## config.mk

```make
export PLATFORM = sky130hd
export DESIGN_NAME = tag_match_cache_flat
export DESIGN_NICKNAME = d
export VERILOG_FILES = /design/src/rtl/tag_match_cache_if.sv /design/src/rtl/tag_match_cache.sv /design/src/flat_wrapper.sv
export SDC_FILE = /design/constraint.sdc
export NUM_CORES = 1
export LEC_CHECK = 0
export ABC_CLOCK_PERIOD_IN_PS = 1900
export BUFFER_PORTS_ARGS = -buffer_cell sky130_fd_sc_hd__clkbuf_2
export CORE_MARGIN = 10
export CORE_UTILIZATION = 57
export DETAILED_ROUTE_END_ITERATION = 8
export PLACE_DENSITY = 0.9
export SYNTH_ARGS = -nofsm -noshare
export SYNTH_HDL_FRONTEND = slang
export SYNTH_SLANG_ARGS = --single-unit
```

## constraint.sdc

```tcl
create_clock -name clk -period 1.9 [get_ports clk]
set_input_delay 0 -clock clk [delete_from_list [all_inputs] [get_ports clk]]
set_output_delay 0 -clock clk [all_outputs]
set_load 0.01 [all_outputs]
```

## src/rtl/tag_match_cache_if.sv

```systemverilog
// Handshake bundle for tag_match_cache: insert, lookup, result, flush and occupancy.
// The slave modport is the cache side; the master modport is the requester/consumer side.
interface tag_match_cache_if #(
  parameter int unsigned TAG_W = 8,
  parameter int unsigned DEPTH = 4
);
  localparam int unsigned IW = $clog2(DEPTH);

  logic             ins_valid;
  logic [TAG_W-1:0] ins_tag;
  logic             ins_ready;
  logic             lkp_valid;
  logic [TAG_W-1:0] lkp_tag;
  logic             lkp_ready;
  logic             res_valid;
  logic             res_hit;
  logic [IW-1:0]    res_idx;
  logic             res_ready;
  logic             flush;
  logic [IW:0]      count;

  modport master (
    output ins_valid, ins_tag, lkp_valid, lkp_tag, res_ready, flush,
    input  ins_ready, lkp_ready, res_valid, res_hit, res_idx, count
  );

  modport slave (
    input  ins_valid, ins_tag, lkp_valid, lkp_tag, res_ready, flush,
    output ins_ready, lkp_ready, res_valid, res_hit, res_idx, count
  );
endinterface

```

## src/rtl/tag_match_cache.sv

```systemverilog
// Fully-associative tag store with FIFO replacement, duplicate suppression, flush,
// and a one-entry registered lookup result stage with backpressure.
module tag_match_cache #(
  parameter int unsigned TAG_W = 8,
  parameter int unsigned DEPTH = 4
) (
  input logic               clk,
  input logic               rst_n,
  tag_match_cache_if.slave  bus
);
  localparam int unsigned IW = $clog2(DEPTH);
  localparam logic [IW:0] CountMax = (IW + 1)'(DEPTH);

  logic [DEPTH-1:0] valid_q;
  logic [TAG_W-1:0] tag_q [DEPTH];
  logic [IW-1:0]    wr_ptr_q;
  logic [IW:0]      count_q;
  logic             res_valid_q;
  logic             res_hit_q;
  logic [IW-1:0]    res_idx_q;

  logic          ins_fire;
  logic          lkp_fire;
  logic          ins_dup;
  logic          lkp_hit;
  logic [IW-1:0] lkp_idx;

  assign bus.ins_ready = ~bus.flush;
  assign bus.lkp_ready = ~res_valid_q | bus.res_ready;
  assign ins_fire      = bus.ins_valid & bus.ins_ready;
  assign lkp_fire      = bus.lkp_valid & bus.lkp_ready;

  assign bus.res_valid = res_valid_q;
  assign bus.res_hit   = res_hit_q;
  assign bus.res_idx   = res_idx_q;
  assign bus.count     = count_q;

  // Scan high-to-low so the last assignment leaves the lowest matching index.
  always_comb begin
    lkp_hit = 1'b0;
    lkp_idx = '0;
    ins_dup = 1'b0;
    for (int i = int'(DEPTH) - 1; i >= 0; i--) begin
      if (valid_q[i] && (tag_q[i] == bus.lkp_tag)) begin
        lkp_hit = 1'b1;
        lkp_idx = IW'(i);
      end
      if (valid_q[i] && (tag_q[i] == bus.ins_tag)) begin
        ins_dup = 1'b1;
      end
    end
  end

  always_ff @(posedge clk) begin
    if (!rst_n) begin
      valid_q  <= '0;
      wr_ptr_q <= '0;
      count_q  <= '0;
    end else if (bus.flush) begin
      valid_q  <= '0;
      wr_ptr_q <= '0;
      count_q  <= '0;
    end else if (ins_fire && !ins_dup) begin
      valid_q[wr_ptr_q] <= 1'b1;
      wr_ptr_q          <= wr_ptr_q + 1'b1;
      if (count_q != CountMax) begin
        count_q <= count_q + 1'b1;
      end
    end
  end

  // Tag payload needs no reset; the valid bits gate every use.
  always_ff @(posedge clk) begin
    if (ins_fire && !ins_dup) begin
      tag_q[wr_ptr_q] <= bus.ins_tag;
    end
  end

  always_ff @(posedge clk) begin
    if (!rst_n) begin
      res_valid_q <= 1'b0;
      res_hit_q   <= 1'b0;
      res_idx_q   <= '0;
    end else if (lkp_fire) begin
      res_valid_q <= 1'b1;
      res_hit_q   <= lkp_hit;
      res_idx_q   <= lkp_idx;
    end else if (bus.res_ready) begin
      res_valid_q <= 1'b0;
    end
  end
endmodule

```

## src/flat_wrapper.sv

```systemverilog
// flat-port wrapper written by rule: the top's interface ports become plain ports
module tag_match_cache_flat 
#(
  parameter int unsigned TAG_W = 8,
  parameter int unsigned DEPTH = 4
)
  (clk, rst_n, bus_ins_valid, bus_ins_tag, bus_lkp_valid, bus_lkp_tag, bus_res_ready, bus_flush, bus_ins_ready, bus_lkp_ready, bus_res_valid, bus_res_hit, bus_res_idx, bus_count);
  tag_match_cache_if #(.TAG_W(TAG_W), .DEPTH(DEPTH)) bus_i ();
  input logic clk;
  input logic rst_n;
  input wire logic [$bits(bus_i.ins_valid)-1:0] bus_ins_valid;
  input wire logic [$bits(bus_i.ins_tag)-1:0] bus_ins_tag;
  input wire logic [$bits(bus_i.lkp_valid)-1:0] bus_lkp_valid;
  input wire logic [$bits(bus_i.lkp_tag)-1:0] bus_lkp_tag;
  input wire logic [$bits(bus_i.res_ready)-1:0] bus_res_ready;
  input wire logic [$bits(bus_i.flush)-1:0] bus_flush;
  output wire logic [$bits(bus_i.ins_ready)-1:0] bus_ins_ready;
  output wire logic [$bits(bus_i.lkp_ready)-1:0] bus_lkp_ready;
  output wire logic [$bits(bus_i.res_valid)-1:0] bus_res_valid;
  output wire logic [$bits(bus_i.res_hit)-1:0] bus_res_hit;
  output wire logic [$bits(bus_i.res_idx)-1:0] bus_res_idx;
  output wire logic [$bits(bus_i.count)-1:0] bus_count;
  assign bus_i.ins_valid = bus_ins_valid;
  assign bus_i.ins_tag = bus_ins_tag;
  assign bus_i.lkp_valid = bus_lkp_valid;
  assign bus_i.lkp_tag = bus_lkp_tag;
  assign bus_i.res_ready = bus_res_ready;
  assign bus_i.flush = bus_flush;
  assign bus_ins_ready = bus_i.ins_ready;
  assign bus_lkp_ready = bus_i.lkp_ready;
  assign bus_res_valid = bus_i.res_valid;
  assign bus_res_hit = bus_i.res_hit;
  assign bus_res_idx = bus_i.res_idx;
  assign bus_count = bus_i.count;
  tag_match_cache #(.TAG_W(TAG_W), .DEPTH(DEPTH)) u_core (.clk(clk), .rst_n(rst_n), .bus(bus_i));
endmodule
```

==> results of run 1 <==
[path summary, 6_finish.rpt]
kind / start / to / slack (ns)
setup / recovery: u_core.tag_q[2][2] / u_core.tag_q[1][6] / 0.04
setup reg to reg: u_core.tag_q[2][2] / u_core.tag_q[1][6] / 0.04
hold / removal: bus_ins_tag[3] / u_core.tag_q[1][3] / 0.04
hold reg to reg: u_core.valid_q[0] / u_core.valid_q[0] / 0.49
[timing repair]
item,4_1_cts,5_1_grt
gates resized for setup,4,0
setup endpoints to repair,32,32
hold buffers,3,0
pin swaps,0,0
hold endpoints to repair,4,0
[Yosys cell counts (2+ instances only)]
cell type / instances
xnor2_1: 47
edfxtp_1: 32
xor2_1: 14
dfxtp_1: 13
nand2_1: 13
nand3_1: 9
inv_1: 7
nand4_1: 7
ha_1: 6
and3_1: 4
buf_2: 4
buf_6: 4
nor3_1: 4
o21a_1: 4
a21oi_1: 3
nand2b_1: 3
nor2_1: 3
nor2b_1: 3
nor3_2: 3
xnor2_2: 3
and2_1: 2
nor4_1: 2
o21ai_1: 2
[placed cells by master, fill, tap and decap left out, types with 2 or more instances in the layout]
cell	instances
xnor2_1	47
edfxtp_1	32
clkbuf_2	30
xor2_1	14
nand2_1	13
dfxtp_1	13
nand3_1	9
inv_1	7
nand4_1	7
ha_1	6
clkbuf_8	5
buf_4	5
and3_2	4
o21a_1	4
nor3_1	4
nor3_2	3
xnor2_2	3
nor2b_1	3
nand2b_1	3
a21oi_1	3
nor2_1	3
dlygate4sd3_1	3
and2_1	2
nor4_1	2
o21ai_1	2
[registers in the layout, indices dropped and copies added (netlist names)]
signal                cells
u_core.bus.count          3
u_core.bus.res_idx        2
u_core.bus.res_hit        1
u_core.valid_q            4
u_core.bus.res_valid      1
u_core.wr_ptr_q           2
u_core.tag_q             32
[kinds of logic after synthesis]
kind of cell / after synthesis / synth area share
flops: 45 / 0.498
fa+ha+maj: 6 / 0.0306
simple gates: 55 / 0.126
compound gates: 20 / 0.0654
mux: 1 / 0.00409
xor+xnor: 64 / 0.238
buf+inv: 15 / 0.0373
[metal layers]
layer	global-route usage	share of wire
met3	0.0274	0.075
met2	0.257	0.50
met4	0.0614	0.024
met1	0.188	0.40
met5	0	0
[critical path, delay by kind of cell (launching register included)]
kind	cells	cell delay (ns)
xor gates and xnor gates	1	0.16
and+or+nand+nor	4	0.94
DFF	1	0.44
[layout make-up]
| type | count | area [um2] | share of cell area |
|---|---|---|---|
| sequential | 45 | 1220 | 0.440 |
| tap | 50 | 62.6 | 0.0225 |
| timing repair buffer | 38 | 218 | 0.0784 |
| clock inverter | 2 | 35.0 | 0.0126 |
| inverter | 7 | 26.3 | 0.00946 |
| clock buffer | 6 | 72.6 | 0.0261 |
| multi-input combinational | 146 | 1140 | 0.411 |
[stage by stage]
step / instances / instance area, um2 / setup slack (ns) / utilization / total power [mW]
detailed placement: 283 / 2640 / -0.0757 / 0.645 / 1.31
CTS: 294 / 2780 / 0.0369 / 0.680 / 2.00
global placement: 283 / 2640 / 0.0146 / 0.645 / 1.31
global route: 294 / 2780 / -0.0529 / 0.680 / 2.06
floorplan: 206 / 2450 / 0.215 / - / 1.24
finish: 294 / 2780 / 0.0364 / 0.680 / 1.99
[power breakdown]
group	internal (mW)	switching, mW
Combinational	0.0984	0.122
Sequential	1.06	0.0114
Clock	0.390	0.305
Total	1.55	0.438
==> results by group, run 1 <==
Timing
  – Layout Skew: 0.00672 ns
  – Period utilisation layout: 0.981
  – Min Tclk post-route: 1.86 ns
  – Setup TNS: 0 ns
  – Setup Viol. Count Final: 0
  – Slew of the pin with the lowest slew margin: 0.553 ns
  – FMAX: 537 MHz
  – RSZ-0062 raised after global routing: true
  – Slew Limit Fails: 0
  – Hold Slack: 0.0408 ns
  – Slew headroom: 0.630
  – Final hold violations: 0

CTS
  – CTS tree: done
  – Clock root buffer master: clkbuf_8
  – H-tree depth: 2
  – Max clock buf depth: 2
  – Reg clk slew, reported paths: 0.08 ns
  – Clk sinks: 45
  – TritonCTS Buffers: 5
  – Setup Buffers After CTS: 0
  – Clk_lat worst skew: 0.29 ns

Worst setup path
  – Crit Path Category: flip-flop to flip-flop
  – Slowest cell delay on critical path: 0.44 ns
  – CP Capture Type: flip-flop
  – Max FO, Critical Path: 10
  – Slowest cell on crit path: edfxtp_1
  – Worst r2r path cells: 5
  – Critical path arrival: 1.85 ns
  – Worst setup SP type: flip-flop
  – Critical Path RT: 1.88 ns
  – CP Cell Sequence: xnor2_1, nand3_1, nor3_2, nor3_4, and3_2

Logic synthesis
  – Syn Std Cell Area: 2450 um2
  – Synth Register Bits: 45
  – Post-synth net total: 234
  – Share of the synthesized area in the top cell type: 0.392
  – Ys async rst share: 0
  – Top cells by area, synth: edfxtp_1, xnor2_1, dfxtp_1, xor2_1, ha_1
  – Register area share after synthesis: 0.498
  – Mean post-synth cell area: 11.9 um2
  – Ys flop type: edfxtp_1
  – Post-Synthesis Cells: 206
  – Number of flops mapped to enable cells by yosys: 32
  – Synth cell types: 37
  – Synth area leader: edfxtp_1
  – Yosys warning total: 0

Route
  – Via density: 5.61
  – DR WL/cell: 18.6 um
  – ANT nets after route: 0
  – Post-Route WL: 5.47 mm
  – Remaining DRCs: 0
  – DR iter-0 viols: 141
  – TritonRoute pass-1 iters: 4
  – Via count: 1,650

Layout
  – Fillers: 307
  – Fraction of layout cells with a size suffix above 1: 0.234
  – Area grow syn2layout: 13.4%
  – Nets: 271
  – Diodes inserted: 0

Floorplan
  – Die area: 7320 um2
  – Core area: 4090 um2
  – Die width: 85.6 um
  – FP Rows: 23
  – Initial Util: 0.600
  – Io pins: 31
  – Chip height: 85.6 um

Power and ir drop
  – Leak: 1.01 nW
  – Power density cells: 717 nW/um2
  – Worst vdd ir: 0.436 mV

Worst hold path
  – Hold-critical path depth: 1
  – HP Class: input pin to flip-flop

GRT
  – GRT Total Usage: 0.153
  – First-pass GRT wire length: 8.78 mm
  – Residual overflow from global routing: 0
  – Initial antenna violation count: 0
  – Number of global-route vias before repair: 1,693
  – Largest net degree at the start of global routing: 15

Job
  – Max-cap violations: 0

Placement
  – IO Port Bufs: 30
  – GP Congestion: 0.866
  – DP Wirelength: 4.06 mm

Status
  – Status: finished clean
(Power assumes the default switching activity.)
==> run 2: changes to the inputs <==
--- a/config.mk
+++ b/config.mk
@@ -5,12 +5,12 @@
 export SDC_FILE = /design/constraint.sdc
 export NUM_CORES = 1
 export LEC_CHECK = 0
-export ABC_CLOCK_PERIOD_IN_PS = 1900
+export ABC_CLOCK_PERIOD_IN_PS = 2300
 export BUFFER_PORTS_ARGS = -buffer_cell sky130_fd_sc_hd__clkbuf_2
 export CORE_MARGIN = 10
-export CORE_UTILIZATION = 57
+export CORE_UTILIZATION = 62
 export DETAILED_ROUTE_END_ITERATION = 8
-export PLACE_DENSITY = 0.9
+export PLACE_DENSITY = 0.95
 export SYNTH_ARGS = -nofsm -noshare
 export SYNTH_HDL_FRONTEND = slang
 export SYNTH_SLANG_ARGS = --single-unit
==> constraint.sdc (replaced) <==
create_clock -name clk -period 2.3 [get_ports clk]
set_input_delay 0 -clock clk [delete_from_list [all_inputs] [get_ports clk]]
set_output_delay 0 -clock clk [all_outputs]
set_load 0.01 [all_outputs]
==> results by group, run 2 (synthesis results as in run 1) <==
Timing
  – Setup TNS: 0 ns (unchanged)
  – Layout Skew: 0.00754 ns (+0.000813 ns)
  – Period utilisation layout: 0.874 (-0.107)
  – Final hold violations: 0 (unchanged)
  – Slew of the pin with the lowest slew margin: 0.616 ns (+0.0623 ns)
  – Setup Viol. Count Final: 0 (unchanged)
  – FMAX: 497 MHz (-7.3%)
  – Slew headroom: 0.589 (-0.0416)
  – Min Tclk post-route: 2.01 ns (+0.147 ns)
  – Slew Limit Fails: 0 (unchanged)
  – RSZ-0062 raised after global routing: false

Placement
  – DP Wirelength: 4.06 mm (about the same)
  – GP Congestion: 0.854 (-1.4%)
  – IO Port Bufs: 30 (unchanged)

GRT
  – Residual overflow from global routing: 0 (unchanged)
  – GRT Total Usage: 0.167 (+0.0140)
  – Largest net degree at the start of global routing: 14 (-1)
  – First-pass GRT wire length: 9.09 mm (+3.5%)
  – Number of global-route vias before repair: 1,751 (+3.4%)
  – Initial antenna violation count: 0 (unchanged)

CTS
  – Max clock buf depth: 2 (unchanged)
  – Reg clk slew, reported paths: 0.08 ns (about the same)
  – Clk_lat worst skew: 0.30 ns (about the same)
  – Clock root buffer master: clkbuf_8
  – Post-cts gate resize count: 0 (-4)
  – H-tree depth: 2 (unchanged)
  – CTS tree: done
  – Hold_buf cts: 3 (unchanged)
  – Clk sinks: 45 (unchanged)
  – TritonCTS Buffers: 5 (unchanged)
  – Setup Buffers After CTS: 0 (unchanged)

Job
  – Max-cap violations: 0 (unchanged)

Worst setup path
  – Slowest cell on crit path: and3_1
  – Worst setup path end: u_core.tag_q[3][4]
  – Slowest cell delay on critical path: 0.49 ns (+0.05 ns)
  – Reg2Reg Setup Slack: 0.29 ns (+0.25 ns)
  – Critical path origin: u_core.tag_q[2][1]
  – CP Cell Sequence: xnor2_1, nand4_1, nor3_2, nor3_4, and3_1
  – Critical Path RT: 2.26 ns (+0.38 ns)
  – Worst setup SP type: flip-flop
  – CP Capture Type: flip-flop
  – Crit Path Category: flip-flop to flip-flop
  – Max FO, Critical Path: 10 (unchanged)
  – Worst r2r path cells: 5 (unchanged)
  – Worst r2r dst: u_core.tag_q[3][4]
  – Critical path arrival: 1.97 ns (+0.12 ns)
  – R2r startpoint: u_core.tag_q[2][1]

Route
  – Post-Route WL: 5.48 mm (+0.22%)
  – TritonRoute pass-1 iters: 4 (unchanged)
  – Via density: 5.68 (+1.1%)
  – DR WL/cell: 19.1 um (+2.7%)
  – Via count: 1,629 (-1.3%)
  – ANT nets after route: 0 (unchanged)
  – Remaining DRCs: 0 (unchanged)
  – DR iter-0 viols: 113 (-20%)

Power and ir drop
  – Pwr Total: 1.60 mW (-20%)
  – Power density cells: 586 nW/um2 (-18%)
  – Leak: 0.986 nW (-2.3%)
  – Worst vdd ir: 0.461 mV (+5.7%)

Layout
  – Area grow syn2layout: 11.3%
  – Fillers: 270 (-12%)
  – Fraction of layout cells with a size suffix above 1: 0.205 (-0.0286)
  – Diodes inserted: 0 (unchanged)
  – Nets: 266 (-1.8%)
  – Commonest non-fill, non-tap cell in the layout: xnor2_1
  – Most flop-heavy register: u_core.tag_q
  – Max reg flops: 32 (unchanged)
  – Most frequent cells in the layout: xnor2_1, edfxtp_1, clkbuf_2

Worst hold path
  – HP Class: input pin to flip-flop

Floorplan
  – Core area: 3740 um2 (-8.4%)
  – Initial Util: 0.654 (+0.0549)
  – Io pins: 31 (unchanged)
  – Chip height: 82.9 um (-3.2%)
  – Die width: 82.9 um (-3.2%)
  – FP Rows: 22 (-4.3%)
  – Die area: 6870 um2 (-6.2%)

Status
  – Status: finished clean
-- run 2: final cells by class --
type                            instances  area, um2  area share
Tap cell                               48       60.1      0.0220
Multi-Input combinational cell        146       1140       0.417
Timing Repair Buffer                   33        180      0.0661
Clock inverter                          1       5.00     0.00184
Clock buffer                            7       96.3      0.0353
Sequential cell                        45       1220       0.448
Inverter                                7       26.3     0.00964
-- run 2: layer usage --
| layer | vias to the layer above | wire, um | global-route usage |
|---|---|---|---|
| li1 | 771 | - | - |
| met1 | 774 | 2290 | 0.201 |
| met2 | 65 | 2510 | 0.252 |
| met3 | 19 | 487 | 0.0557 |
| met4 | 0 | 197 | 0.0969 |
| met5 | - | 0 | 0 |
-- run 2: worst min-delay path by stage --
stage | from | endpoint | slack [ns] | cells past startpoint
2_1_floorplan | bus_flush | bus_ins_ready | 0.05 | 1
3_3_place_gp | bus_lkp_valid | u_core.bus.res_valid | 0.25 | 3
3_5_place_dp | bus_lkp_valid | u_core.bus.res_valid | 0.26 | 3
4_1_cts | bus_flush | u_core.bus.count[0] | 0.08 | 4
5_1_grt | bus_ins_tag[6] | u_core.tag_q[3][6] | 0.09 | 1
6_report | bus_flush | u_core.bus.count[0] | 0.09 | 4
-- run 2: power by group --
group | internal (mW) | switching [mW]
Sequential | 0.879 | 0.00996
Combinational | 0.0787 | 0.0995
Clock | 0.271 | 0.259
-- run 2: worst max-delay path: cells and delay by family, from the launching register on --
family,cells,cell delay (ns)
XOR/XNOR,1,0.17
flip-flops,1,0.45
AND/OR/NAND/NOR,4,1.04
-- run 2: metrics by stage --
step	cell area, um2	util	setup slack [ns]	cells	hold WS, ns
2_1_floorplan	2450	-	0.615	206	0.0510
3_3_place_gp	2590	0.693	0.419	276	0.246
3_5_place_dp	2590	0.693	0.329	276	0.255
4_1_cts	2730	0.728	0.317	287	0.0786
5_1_grt	2730	0.728	0.161	287	0.0929
6_report	2730	0.728	0.290	287	0.0903
